<file path="config.mk">
export PLATFORM = sky130hd
export DESIGN_NAME = data_mem_responder_flat
export DESIGN_NICKNAME = d
export VERILOG_FILES = /design/src/rtl/data_mem_responder_if.sv /design/src/rtl/data_mem_responder.sv /design/src/flat_wrapper.sv
export SDC_FILE = /design/constraint.sdc
export NUM_CORES = 2
export LEC_CHECK = 0
export BUFFER_PORTS_ARGS = -buffer_cell sky130_fd_sc_hd__buf_2
export CAP_MARGIN = 20
export CORE_UTILIZATION = 40
export DETAILED_ROUTE_END_ITERATION = 8
export PLACE_DENSITY = 0.53
export SYNTH_ARGS = -nofsm -noshare
export SYNTH_HDL_FRONTEND = slang
export SYNTH_SLANG_ARGS = --single-unit
</file>
<file path="constraint.sdc">
create_clock -name clk -period 6.55 [get_ports clk]
set_input_delay 0 -clock clk [delete_from_list [all_inputs] [get_ports clk]]
set_output_delay 0 -clock clk [all_outputs]
set_load 0.1 [all_outputs]
</file>
<file path="src/rtl/data_mem_responder_if.sv">
// CPU data-memory request/response bundle.
// The CPU side uses the master modport and the memory side uses the slave modport.
interface data_mem_responder_if #(
    parameter int DATA_W = 8,
    parameter int ADDR_W = 8
);
    logic              req;
    logic              we;
    logic [ADDR_W-1:0] addr;
    logic [DATA_W-1:0] wdata;
    logic              ack;
    logic [DATA_W-1:0] rdata;
    logic              busy;
    logic              err;

    modport master (output req, we, addr, wdata, input ack, rdata, busy, err);
    modport slave  (input req, we, addr, wdata, output ack, rdata, busy, err);
endinterface

</file>
<file path="src/rtl/data_mem_responder.sv">
// Memory-side responder for the CPU data-memory port.
// It accepts one load/store at a time and waits WAIT_CYCLES before committing.
// It then answers with a single-cycle registered ack.
// Optional feature macro: ADDR_CHECK_EN. When it is defined, an address >= DEPTH
// raises err, suppresses the store and returns zero on a load.
module data_mem_responder #(
    parameter int DATA_W      = 8,
    parameter int ADDR_W      = 8,
    parameter int DEPTH       = 256,
    parameter int WAIT_CYCLES = 2
) (
    input  logic                 clk,
    input  logic                 rst,
    data_mem_responder_if.slave  bus
);
    localparam int          IDX_W   = (DEPTH > 1) ? $clog2(DEPTH) : 1;
    localparam logic [31:0] DEPTH_U = DEPTH;

    typedef enum logic [1:0] {S_IDLE, S_WAIT, S_RESP} state_t;

    state_t            state, state_nxt;
    logic [3:0]        cnt, cnt_nxt;
    logic              commit;
    logic              op_we;
    logic [ADDR_W-1:0] op_addr;
    logic [DATA_W-1:0] op_wdata;
    logic              ack_q, err_q;
    logic [DATA_W-1:0] rdata_q;
    logic [DATA_W-1:0] mem [DEPTH];

    // With zero wait states the commit happens on the capture edge itself,
    // so the operation is taken straight from the bus while idle.
    logic              c_we;
    logic [ADDR_W-1:0] c_addr;
    logic [DATA_W-1:0] c_wdata;
    logic [IDX_W-1:0]  c_idx;
    logic              addr_bad;

    assign c_we    = (state == S_IDLE) ? bus.we    : op_we;
    assign c_addr  = (state == S_IDLE) ? bus.addr  : op_addr;
    assign c_wdata = (state == S_IDLE) ? bus.wdata : op_wdata;
    assign c_idx   = c_addr[IDX_W-1:0];

`ifdef ADDR_CHECK_EN
    assign addr_bad = (32'(c_addr) >= DEPTH_U);
`else
    assign addr_bad = 1'b0;
`endif

    // Next-state and commit decode for the IDLE -> WAIT -> RESP sequence.
    always_comb begin
        state_nxt = state;
        cnt_nxt   = cnt;
        commit    = 1'b0;
        case (state)
            S_IDLE: if (bus.req) begin
                cnt_nxt = 4'(WAIT_CYCLES);
                if (WAIT_CYCLES == 0) begin
                    state_nxt = S_RESP;
                    commit    = 1'b1;
                end else begin
                    state_nxt = S_WAIT;
                end
            end
            S_WAIT: begin
                cnt_nxt = cnt - 4'd1;
                if (cnt == 4'd1) begin
                    state_nxt = S_RESP;
                    commit    = 1'b1;
                end
            end
            S_RESP:  state_nxt = S_IDLE;
            default: state_nxt = S_IDLE;
        endcase
    end

    // Registers for the state, the latched operation and the response outputs.
    always_ff @(posedge clk) begin
        if (rst) begin
            state   <= S_IDLE;
            cnt     <= 4'd0;
            ack_q   <= 1'b0;
            err_q   <= 1'b0;
            rdata_q <= '0;
        end else begin
            state <= state_nxt;
            cnt   <= cnt_nxt;
            ack_q <= commit;
            if (state == S_IDLE && bus.req) begin
                op_we    <= bus.we;
                op_addr  <= bus.addr;
                op_wdata <= bus.wdata;
            end
            if (commit) begin
                err_q <= addr_bad;
                if (!c_we)
                    rdata_q <= addr_bad ? '0 : mem[c_idx];
            end
        end
    end

    // Array write. A reset on the commit edge drops the store.
    always_ff @(posedge clk) begin
        if (!rst && commit && c_we && !addr_bad)
            mem[c_idx] <= c_wdata;
    end

    assign bus.ack   = ack_q;
    assign bus.rdata = rdata_q;
    assign bus.err   = err_q;
    assign bus.busy  = (state != S_IDLE);
endmodule

</file>
<file path="src/flat_wrapper.sv">
// flat-port wrapper written by rule: the top's interface ports become plain ports
module data_mem_responder_flat 
#(
    parameter int DATA_W      = 8,
    parameter int ADDR_W      = 8,
    parameter int DEPTH       = 256,
    parameter int WAIT_CYCLES = 2
)
  (clk, rst, bus_req, bus_we, bus_addr, bus_wdata, bus_ack, bus_rdata, bus_busy, bus_err);
  data_mem_responder_if #(.DATA_W(DATA_W), .ADDR_W(ADDR_W)) bus_i ();
  input  logic clk;
  input  logic rst;
  input wire logic [$bits(bus_i.req)-1:0] bus_req;
  input wire logic [$bits(bus_i.we)-1:0] bus_we;
  input wire logic [$bits(bus_i.addr)-1:0] bus_addr;
  input wire logic [$bits(bus_i.wdata)-1:0] bus_wdata;
  output wire logic [$bits(bus_i.ack)-1:0] bus_ack;
  output wire logic [$bits(bus_i.rdata)-1:0] bus_rdata;
  output wire logic [$bits(bus_i.busy)-1:0] bus_busy;
  output wire logic [$bits(bus_i.err)-1:0] bus_err;
  assign bus_i.req = bus_req;
  assign bus_i.we = bus_we;
  assign bus_i.addr = bus_addr;
  assign bus_i.wdata = bus_wdata;
  assign bus_ack = bus_i.ack;
  assign bus_rdata = bus_i.rdata;
  assign bus_busy = bus_i.busy;
  assign bus_err = bus_i.err;
  data_mem_responder #(.DATA_W(DATA_W), .ADDR_W(ADDR_W), .DEPTH(DEPTH), .WAIT_CYCLES(WAIT_CYCLES)) u_core (.clk(clk), .rst(rst), .bus(bus_i));
endmodule
</file>
* Yosys cells after proc, flatten, opt, wreduce, memory -nomap -nowiden
Memories as Yosys holds them, arrays and structs flattened. A register that Yosys moved wholly into a read port is not among the register bits. Cells that the tools add are included.
Word-level totals: bits in registers 24, RAM bits 2048, bits of input ports 20, output and inout bits 11, logic and storage cells 37, memories kept 1
Operators by class: $add $sub $neg 1, equality and inequality tests 4, muxes and demuxes 12, bitwise operators 2, reduce and logical (&&, ||, !) cells 11
Memories:
- u_core.mem | words 256, bits a word 8, rd ports 1, clocked after memory_dff 1, write ports 1, line data_mem_responder.sv:29 | logic [DATA_W-1:0] mem [DEPTH];
Operators with widths (count):
- 2-to-1 mux 8 bit | 2
- case mux 4 bit (2 select lines) | 1
- AND reduction 2 bit | 4
- 2-to-1 mux 1 bit | 5
- equality test 4 x 1 -> 1 bit, second input constant | 1
- 2-to-1 mux 2 bit | 2
- 2-to-1 mux 4 bit | 1
- case mux 2 bit (2 select lines) | 1
- nonzero test 2 bit | 2
- subtractor 4 x 1 -> 4 bit, second input constant | 1
- logical AND 1 bit | 3
- equality test 2 x 1 -> 1 bit, second input constant | 1
- zero test 2 bit | 1
- != test 2 x 1 -> 1 bit, second input constant | 1
- != test 2 bit, second input constant | 1
- inverter 1 bit | 2
- zero test 1 bit | 1

* Logic depth before layout (Yosys ltp)
depth in word-level cells 7, depth in mapped cells 14, depth with buffers taken out 10

* Least setup slack after synthesis
Ideal clock, no wire load.
path kind reg2reg, from reg u_core.state[0], to mem u_core.mem[0][0] (data pin), library setup time 0.823 ns, arrival time 4.803 ns, required time 5.727 ns, setup slack 0.924 ns, cell stages (with the launch flop) 7, path buffers 2, period minus slack after synthesis 5.626 ns, path through dfxtp_1 -> buf_4 -> nor2_8 -> inv_2 -> buf_1 -> nand2_1 -> nand2_1
Between the ends: word-level cells in the longest chain between the ends 2
RTL lines:
- from (decl) | line data_mem_responder.sv:21 | state_t state, state_nxt;
- from (signal assigned) | line data_mem_responder.sv:86 | state <= state_nxt;
- zero test 2 bit | line data_mem_responder.sv:41 | assign c_wdata = (state == S_IDLE) ? bus.wdata : op_wdata;
- 2-to-1 mux 8 bit | line data_mem_responder.sv:41
- net u_core.c_wdata[0] | line data_mem_responder.sv:35 | logic [DATA_W-1:0] c_wdata;
- to (decl) | line data_mem_responder.sv:29
The timed path passes the listed nets, and every way through them passes these cells.

* Worst setup path in the final report
from reg u_core.state[0], to reg u_core.rdata_q[1] (netlist: u_core.bus.rdata[1]), read port of u_core.mem
Between the ends: word-level cells in the longest chain between the ends 4, elaborated cells on any way between the ends 7, classes of those cells 1 x eq/ne; 3 x mux; 1 x bitwise; 2 x reduce/logical
RTL lines:
- zero test 2 bit | line data_mem_responder.sv:39, data_mem_responder.sv:40
- 2-to-1 mux 1 bit | line data_mem_responder.sv:39 | assign c_we = (state == S_IDLE) ? bus.we : op_we;
- inverter 1 bit (no line)
- AND reduction 2 bit (no line)
- to (decl) | line data_mem_responder.sv:28 | logic [DATA_W-1:0] rdata_q;
Several ways; a longest one is shown, not always the timed one. A chain may end at the register's enable or synchronous reset.

==> results.ini <==
[run_status]
status = finished, final reports clean

[sta]
fmax_ghz = 0.202
post-route-min-period_ns = 4.95
slew_headroom_pct = 21.8
period_share_pct = 75.6
worst_pin_slew_ns = 1.17
drv_slew = 0
hold_viol = 0
rsz0062_at_grt = no
fin_tns_setup_ns = 0
clock_skew_ns = 0.0669
setup_viol = 0

[logic_synthesis]
yosysWarnings = 0
synthMuxAreaShare_pct = 0.117
synthArstFlopShare_pct = 0
synth_area_leaders = edfxtp_1, a22oi_1, a221oi_1, a221o_1, nand3_1
synth_nets = 4468
yosysTopAreaCell = edfxtp_1
synth-simple-area-share_pct = 4.30
synth.distinct_cells = 63
synth_area_sq_um = 78000
synth_edf_count = 2065
synth_top_family_by_area = compound AO/OA/AOI/OAI gates
synth_xor_area_share_pct = 0
synth_top_area_share_pct = 79.5
synth-seq-cells = 2080
postSynthCellCount = 4446
synth.avg_cell_area_sq_um = 17.5
yosys_most_used_dff = edfxtp_1
synthAdderAreaFrac_pct = 0.0321
synth_seq_area_share_pct = 79.9
synth_compound_area_share_pct = 13.2

[worst_setup_path]
critPathSlowestCell = nor4_1
path_cells = nor2_8 > inv_2 > o21ai_4 > buf_12 > a221o_1 > a221oi_1 > nor4_1 > a22oi_1 > a21boi_1 > o41a_1
crit_arrival_ns = 5.70
crit_path_max_incr_delay_ns = 0.86
worstPathRequired_ns = 7.30
worst-path-buf-inv = 2
cp-start-kind = register
worstSetupPathType = reg -> reg
cp_top_family = compound AO/OA/AOI/OAI gates
path_max_fanout = 135
end_kind = register

[drt]
dr.pass1.iters = 6
drt_iter0_drc = 5034
ant_nets = 0
via_per_inst = 6.11
drt_wl_total_mm = 220
routedWlPerCell_um = 30.8
vias = 43700
drc = 0

[grt]
grt_pass1_wl_mm = 315
antenna_found_initial = 7
grt_max_degree = 173
grt_pass1_vias = 42400
overflow = 0
grt_use_total_pct = 22.0

[cells_and_area]
multi_input_area_sq_um = 14000
nNetsFinal = 4478
areaGrowthSynthToFinish_pct = 12.3
layout_commonest_cell = edfxtp_1
final_cell_mix = edfxtp_1, a22oi_1, nor2_1
drive_above_1_share_pct = 9.54
regArea_sq_um = 62300
finish.utilization_pct = 45.3
nFillCells = 16400

[clock_network]
post-cts-setup-buffers = 0
numCtsBuffers = 212
cts.sinks = 2080
clk_pin_slew_ns = 0.06
clkLatencyLatePin_ns = 0.86
cts_root_buf = clkbuf_16
cts.path.max_buffers = 3
htreeDepth = 4
cts_tree = built

[floorplan]
core_sq_um = 193000
die_h_um = 444
start_util_pct = 40.4
num_rows = 161
dieArea_sq_um = 197000
die_x_um = 444
ios = 31

[run]
cap_violations = 0

[hold_path]
min_path_type = in -> reg

[power]
total_power_uw = 29000
power_density_nw_per_um2 = 331
p_leak_uw = 0.0266
vdd_drop_max_mv = 0.403

[placed_design]
dp_hpwl_mm = 126
io_buffers = 29
place_congestion = 0.860

-- layer usage --
layer / global-route usage, % / up-vias / wire length (um)
li1: - / 18700 / -
met1: 31.3 / 22800 / 94400
met2: 34.1 / 1833 / 103000
met3: 3.67 / 341 / 15800
met4: 7.67 / 2 / 7360
met5: 0 / - / 11
-- state kept, by name, indices dropped and copies added (netlist names) --
| name | flops |
|---|---|
| u_core.mem | 2048 |
| u_core.bus.rdata | 8 |
| u_core.op_addr | 8 |
| u_core.op_wdata | 8 |
| u_core.cnt | 4 |
| u_core.state | 2 |
| u_core.bus.ack | 1 |
| u_core.op_we | 1 |
-- worst paths after layout --
kind / start / endpoint / slack (ns) / cells past startpoint
hold / removal: bus_addr[7] / u_core.op_addr[7]$_DFFE_PP_ / 0.05 / 2
setup reg to reg: u_core.state[0]$_SDFFE_PP0P_ / u_core.bus.rdata[1]$_SDFFE_PP0P_ / 1.60 / 10
hold reg to reg: u_core.cnt[1]$_SDFFE_PP0P_ / u_core.cnt[1]$_SDFFE_PP0P_ / 0.53 / 2
setup / recovery: u_core.state[0]$_SDFFE_PP0P_ / u_core.bus.rdata[1]$_SDFFE_PP0P_ / 1.60 / 10
-- cells in the mapped netlist, types with 4 or more instances --
master     instances
nor3_1            18
a22oi_1          502
a311oi_1          57
o2bb2ai_1          5
nor2_1           282
dfxtp_1           15
buf_1             20
a221oi_1         268
a22o_1           116
and3_1            34
buf_4             74
nor4_1            43
a21boi_0           4
buf_2            116
o41a_1             5
o21ai_0           22
a31oi_1           14
nand2_1           96
mux2i_1            4
nand3b_1           4
o22ai_1           60
o221ai_1           8
clkbuf_1         124
o21a_1             5
nand3_1          226
buf_6             17
a221o_1          150
a211oi_1           6
nand4_1           12
edfxtp_1        2065
a21oi_1           27
-- power breakdown --
part | internal (uW) | switching (uW) | total, uW | leakage [uW]
sequential | 14900 | 9.52 | 14900 | 0.0187
clock | 6710 | 5090 | 11800 | 0.00329
combinational | 567 | 1780 | 2350 | 0.00453
total | 22200 | 6880 | 29000 | 0.0266
-- what timing repair did --
action                                 CTS  global route
endpoints found under the hold margin  120             0
gates resized for setup                  0             0
hold buffers                            28             0
-- logic make-up (layout without fill, tap and decap cells) --
logic type	Yosys count	count (layout)
buffers and inverters	358	534
AOI/OAI and AO/OA	1267	1267
DFF	2080	2080
other	1	4
muxes	8	8
adders and majority gates	2	2
and+or+nand+nor	730	730
-- per-stage QoR --
step	hold slack (ns)	std cells	area [sq um]	worst slack (ns)
after floorplan	0.0989	4446	78000	0.924
after global placement	0.204	6735	80500	1.35
after detailed placement	0.199	6738	80600	1.75
after CTS	0.0127	7146	87600	1.74
after global routing	0.0392	7148	87600	1.49
final	0.0524	7151	87600	1.60
-- cell type report --
class	count	share of cell area [%]
Antenna cell	3	0.00857
Sequential cell	2080	71.1
Multi-Input combinational cell	2008	15.9
Tap cell	2526	3.61
Clock inverter	113	1.37
Clock buffer	267	6.34
Timing Repair Buffer	150	1.60
Inverter	4	0.0171
No activity file was read; power rests on OpenSTA's default activity.
